$ cat config.mk
export PLATFORM = sky130hd
export DESIGN_NAME = mux_pipe
export DESIGN_NICKNAME = d
export VERILOG_FILES = /design/src/rtl/mux_pipe.sv
export SDC_FILE = /design/constraint.sdc
export NUM_CORES = 1
export LEC_CHECK = 0
export ABC_AREA = 1
export CAP_MARGIN = 20
export CORE_UTILIZATION = 40
export DETAILED_ROUTE_END_ITERATION = 8
export DONT_BUFFER_PORTS = 1
export GPL_TIMING_DRIVEN = 0
export PLACE_DENSITY = 0.61
export SYNTH_ARGS = -nofsm -noshare
export SYNTH_HDL_FRONTEND = slang
export SYNTH_SLANG_ARGS = --single-unit
$ cat constraint.sdc
create_clock -name clk -period 1.4 [get_ports clk]
set_clock_uncertainty 0.05 [all_clocks]
set_input_delay 0.14 -clock clk [delete_from_list [all_inputs] [get_ports clk]]
set_output_delay 0.14 -clock clk [all_outputs]
set_load 0.05 [all_outputs]
$ cat src/rtl/mux_pipe.sv
// Registered N:1 word selector behind a two-entry skid buffer (main + skid).
// Out-of-range selectors produce a zero word flagged by out_err and counted in err_cnt.
module mux_pipe #(
   parameter  int N    = 8,
   parameter  int W    = 8,
   localparam int SELW = $clog2(N)
) (
   input  logic            clk,
   input  logic            rst,
   input  logic            in_valid,
   output logic            in_ready,
   input  logic [N*W-1:0]  data,
   input  logic [SELW-1:0] sel,
   output logic            out_valid,
   input  logic            out_ready,
   output logic [W-1:0]    out,
   output logic            out_err,
   output logic [7:0]      err_cnt
);

   typedef enum logic [1:0] {EMPTY, ONE, TWO} state_t;

   state_t         state_reg, state_next;
   logic [W-1:0]   m_data_reg, m_data_next;
   logic           m_err_reg, m_err_next;
   logic [W-1:0]   s_data_reg, s_data_next;
   logic           s_err_reg, s_err_next;
   logic [7:0]     err_cnt_reg, err_cnt_next;

   logic [W-1:0]   words [N];
   logic [W-1:0]   res_data;
   logic           res_err;
   logic           accept;
   logic           drain;

   generate
      for (genvar gi = 0; gi < N; gi++) begin : g_words
         assign words[gi] = data[gi*W +: W];
      end
   endgenerate

   // Match against every legal index so no out-of-range array access exists.
   always_comb begin
      res_data = '0;
      res_err  = 1'b1;
      for (int k = 0; k < N; k++) begin
         if (sel == SELW'(k)) begin
            res_data = words[k];
            res_err  = 1'b0;
         end
      end
   end

   assign in_ready  = !rst && (state_reg != TWO);
   assign out_valid = (state_reg != EMPTY);
   assign out       = out_valid ? m_data_reg : '0;
   assign out_err   = out_valid & m_err_reg;
   assign err_cnt   = err_cnt_reg;
   assign accept    = in_valid && in_ready;
   assign drain     = out_valid && out_ready;

   always_comb begin
      state_next   = state_reg;
      m_data_next  = m_data_reg;
      m_err_next   = m_err_reg;
      s_data_next  = s_data_reg;
      s_err_next   = s_err_reg;
      err_cnt_next = err_cnt_reg;

      if (accept && res_err && (err_cnt_reg != 8'hFF))
         err_cnt_next = err_cnt_reg + 8'd1;

      case (state_reg)
         EMPTY: begin
            if (accept) begin
               state_next  = ONE;
               m_data_next = res_data;
               m_err_next  = res_err;
            end
         end
         ONE: begin
            if (accept && drain) begin
               m_data_next = res_data;
               m_err_next  = res_err;
            end else if (accept) begin
               state_next  = TWO;
               s_data_next = res_data;
               s_err_next  = res_err;
            end else if (drain) begin
               state_next  = EMPTY;
            end
         end
         TWO: begin
            if (drain) begin
               state_next  = ONE;
               m_data_next = s_data_reg;
               m_err_next  = s_err_reg;
            end
         end
         default: state_next = EMPTY;
      endcase
   end

   always_ff @(posedge clk) begin
      if (rst) begin
         state_reg   <= EMPTY;
         m_data_reg  <= '0;
         m_err_reg   <= 1'b0;
         s_data_reg  <= '0;
         s_err_reg   <= 1'b0;
         err_cnt_reg <= 8'd0;
      end else begin
         state_reg   <= state_next;
         m_data_reg  <= m_data_next;
         m_err_reg   <= m_err_next;
         s_data_reg  <= s_data_next;
         s_err_reg   <= s_err_next;
         err_cnt_reg <= err_cnt_next;
      end
   end

endmodule

# After elaboration in Yosys (flattened, before gate mapping)
# Index checks and enable logic that the tools add are counted.
# W data, S select, Z words.
# op_classes
addsub,1
eq_ne,16
n_mux,31
n_bitwise,2
reduce_logical,14
# ops
operator,count
$mux W8,12
$pmux W8 S3,1
$eq A3 B3 Y1 const B,4
$mux W1,11
$mux W2,5
$ne A2 B2 Y1 const B,5
$add A8 B1 Y8 const B,1
$ne A8 B8 Y1 const B,1
$reduce_and A4 Y1,2
$eq A3 B2 Y1 const B,2
$logic_and A1 B1 Y1,6
$pmux W2 S3,1
$eq A3 B1 Y1 const B,1
$logic_not A3 Y1,1
$ne A3 B3 Y1 const B,1
$pmux W1 S3,1
$reduce_and A3 Y1,1
$reduce_bool A3 Y1,1
$eq A2 B1 Y1 const B,1
$eq A2 B2 Y1 const B,1
$logic_not A2 Y1,1
$reduce_bool A2 Y1,1
$and A1 B1 Y1,1
$logic_not A1 Y1,1
$not A1 Y1,1
# word_totals
ff_bits,28
inputBits,71
output_inout_bits,19
word_cells,70

# Longest topological paths before layout
# depth
word_depth,11
mapped_depth,11
ltp_nobuf,9

# Least setup slack after synthesis
# No wires, ideal clock.
# synth_path
path_kind,register to output
startpoint,register state_reg[0]
endpoint,output in_ready
t_arrival_ns,1.493
t_required_ns,1.210
setup_slack_ns,-0.283
stages_incl_launch_ff,6
path_buffers,1
path_cell_list,dfxtp_1 > inv_1 > nand2_2 > buf_2 > inv_1 > nor2_1
# synth_via
elab_chain_len,2
# synth_rtl
element,line_no,source
start: declaration,23,"state_t state_reg, state_next;"
start signal: assignment,113,state_reg <= state_next;
$ne A2 B2 Y1,54,assign in_ready = !rst && (state_reg != TWO);
$logic_and A1 B1 Y1,54,
end: declaration,11,"output logic in_ready,"
# Every way passes these cells.

# Worst setup path in the final report
# layout_path
startpoint,register state_reg[0]
endpoint,register m_data_reg[6]
# layout_via
word_cells_on_any_way,15
classes_between,eq/ne (6); mux (1); reduce/logical (8)
# layout_rtl
element,line_no,source
$reduce_bool A2 Y1 (*),55,assign out_valid = (state_reg != EMPTY);
net out_valid,14,"output logic out_valid,"
$logic_and A1 B1 Y1 (*),60,assign drain = out_valid && out_ready;
$logic_and A1 B1 Y1,82,if (accept && drain) begin
$ne A2 B2 Y1 (no source line),--,
$reduce_and A4 Y1 (no source line) (*),--,
end signal: assignment,114,m_data_reg <= m_data_next;
end: declaration,24,"logic [W-1:0] m_data_reg, m_data_next;"
# The timed path passes the listed nets; every way through them passes the cells marked *.
# A chain may end at the register's enable or synchronous reset.

==> reports/metrics.yaml <==
outcome:
  run_status: "finished, violations left"
  violations: "DRC, setup timing"
worst_setup_path:
  crit_fanout: 4
  reg2reg_depth: 8
  path_depth: 8
  reg2reg_setup_slack_ps: -210
  rr_startpoint: "state_reg[0]"
  path_class: "flip-flop to flip-flop"
  cp_common_cell: "nand2_4"
  reg2reg_to: "m_data_reg[6]"
  critPathTopFamily: "simple AND/OR/NAND/NOR gates"
  worstPathArrival_ps: 1770
  cp-end-kind: "flip-flop"
  cp_slowest_stage_delay_ps: 370
  critPathSlowestCell: "dfxtp_4"
  cp.required_ps: 1560
  crit_chain: "nor2_4, clkinvlp_4, nand2_4, buf_6, nand2_4, nor2_1, nand2_1, a21oi_2"
  path_buf_inv: 2
  cp-start-kind: "flip-flop"
cells_and_area:
  areaGrowthSynthToFinish_pct: 25.2
  num-fill-cells: 452
  final_cell_count_no_fill: 372
  antenna_cells: 0
  layout_common_cells: "60 x nand2_1, 44 x inv_1, 41 x nor2_1"
  layout_commonest_cell: "nand2_1"
  final_nets: 392
  layout-drive-gt1-share_pct: 27.2
min_path:
  hold_path.startpoint: "in_valid"
  hold_path_end: "state_reg[0]"
  hold_path_class: "input port to flip-flop"
  worstHoldPathCells: 3
floorplan:
  core_region_area_um2: 4470
  rows: 24
  die_width_um: 71.0
  die_area_um2: 5040
  io_pins: 90
  start_util_pct: 42.5
  fp.dieH_um: 71.0
timing:
  finalHoldViolCount: 0
  slew_violations: 0
  fin_crit_sh_pct: 115
  tns_ps: -2210
  tightest_slew_ps: 650
  hold_ws_ps: 67.2
  max_freq_mhz: 622
  setup_viol: 21
  fin_crit_ps: 1610
  fin_ws_ps: -207
  slew_headroom_pct: 56.7
  rsz0062_at_grt: "true"
global_routing:
  grt_pass1_vias: 1962
  grt.overflow.total: 0
  grt_max_degree: 16
  grt_first_pass_wirelength_mm: 8.68
  grt_usage_pct: 21.8
  antenna_found_initial: 0
clock_tree:
  cts_buffers: 3
  cts_buffer_depth: 2
  insertion_delay_ps: 270
  cts_sinks: 28
  cts_tree: "done"
  clock-root-buffer: "clkbuf_8"
  path_clk_slew_ps: 90
  htreeDepth: 1
synthesis:
  avgSynthCellArea_um2: 6.36
  synth_flop_cell: "dfxtp_1"
  syn-instance-count: 299
  yosysSeqAreaShare_pct: 29.5
  syn-num-nets: 370
  yosysWarnings: 0
  synth.distinct_cells: 28
  syn_area_um2: 1900
  async_reset_ff_share_pct: 0
  ys_ff_latch: 28
  synth_edf_count: 0
placed_design:
  hpwlAfterDp_mm: 3.87
  gp_congestion: 0.809
  place_inst: 351
  dp_slack_ps: -426
  port_buffers: 0
job:
  cap_viol_max_count: 0
pwr:
  p_per_area_nw_per_um2: 798
  vdd_drop_max_v: 0.000715
  total_leakage_power_uw: 0.00106
drt:
  drt_wl_total_mm: 5.40
  vias: 1941
  viasPerCell: 5.22
  drc: 7
  ant_nets: 0
  wire_per_inst_um: 14.5
  first_iter_violations: 134
  drt-pass1-iter-count: 6
-- stage by stage --
| step | util, % | power [µW] | cell area (µm²) |
|---|---|---|---|
| 3_5_place_dp | 44.5 | 1290 | 1990 |
| 6_report | 53.3 | 1900 | 2380 |
| 5_1_grt | 53.3 | 2020 | 2380 |
| 2_1_floorplan | - | 1210 | 1920 |
| 4_1_cts | 50.8 | 1870 | 2270 |
| 3_3_place_gp | 44.5 | 1290 | 1990 |
-- worst max-delay path by stage --
| stage | start | end | slack (ps) |
|---|---|---|---|
| floorplan | state_reg[1] | m_data_reg[2] | -200 |
| global placement | state_reg[1] | m_data_reg[2] | -400 |
| detailed placement | state_reg[1] | m_data_reg[2] | -430 |
| CTS | state_reg[0] | m_data_reg[2] | -170 |
| global route | state_reg[0] | m_data_reg[3] | -250 |
| finish | state_reg[0] | m_data_reg[6] | -210 |
-- Yosys cell counts, types with 2 or more instances --
library cell | instances | area share, %
nand2_1 | 65 | 13
nor2_1 | 54 | 11
inv_1 | 47 | 9.3
dfxtp_1 | 28 | 29
nand3_1 | 25 | 6.6
nand4_1 | 24 | 7.9
a21oi_2 | 8 | 3.7
o211ai_1 | 8 | 3.2
or2_2 | 8 | 2.6
buf_2 | 4 | 1.1
buf_6 | 4 | 2.4
nand2_2 | 4 | 1.3
inv_2 | 3 | 0.59
nand3_2 | 2 | 1.1
nor3_4 | 2 | 1.7
-- cells by family after synthesis --
family,count (synthesis),share of synthesized area [%]
simple gates,188,46.9
buf+inv,63,15.2
flops,28,29.5
compound gates,19,7.96
xor+xnor,1,0.460
-- where the power goes --
group	switching, µW	leakage [µW]	internal [µW]
Combinational	370	0.000804	187
Sequential	19.7	0.000228	825
Clock	249	0.0000288	252
Total	638	0.00106	1260
-- metal layers --
metal  GRT usage [%]  part of all wire [%]
met1            26.5                    43
met2            37.2                    48
met3            5.98                   6.4
met4            7.78                   2.5
met5               0                     0
-- cell type report --
cell class                 count  area (µm²)  share of cell area (%)
clock buffer                   4        55.1                    2.31
timing repair buffer          16         158                    6.61
buffer                        11         103                    4.30
multi-input combinational    209        1220                    51.2
sequential                    28         568                    23.8
tap                           52        65.1                    2.73
inverter                      52         214                    8.98
-- timing repair --
action | in CTS | in global routing
buffers inserted | 11 | 2
gates cloned | 1 | 1
pin swaps | 7 | 6
hold buffers | 2 | 0
hold endpoints to repair | 2 | 0
gates resized for setup | 33 | 21
endpoints found under the setup margin | 23 | 29
-- worst min-delay path, cell delays in order --
cell	delay, ps
nor2_1	30
xor2_1	150
nor2_1	50
(Power assumes the default switching activity.)
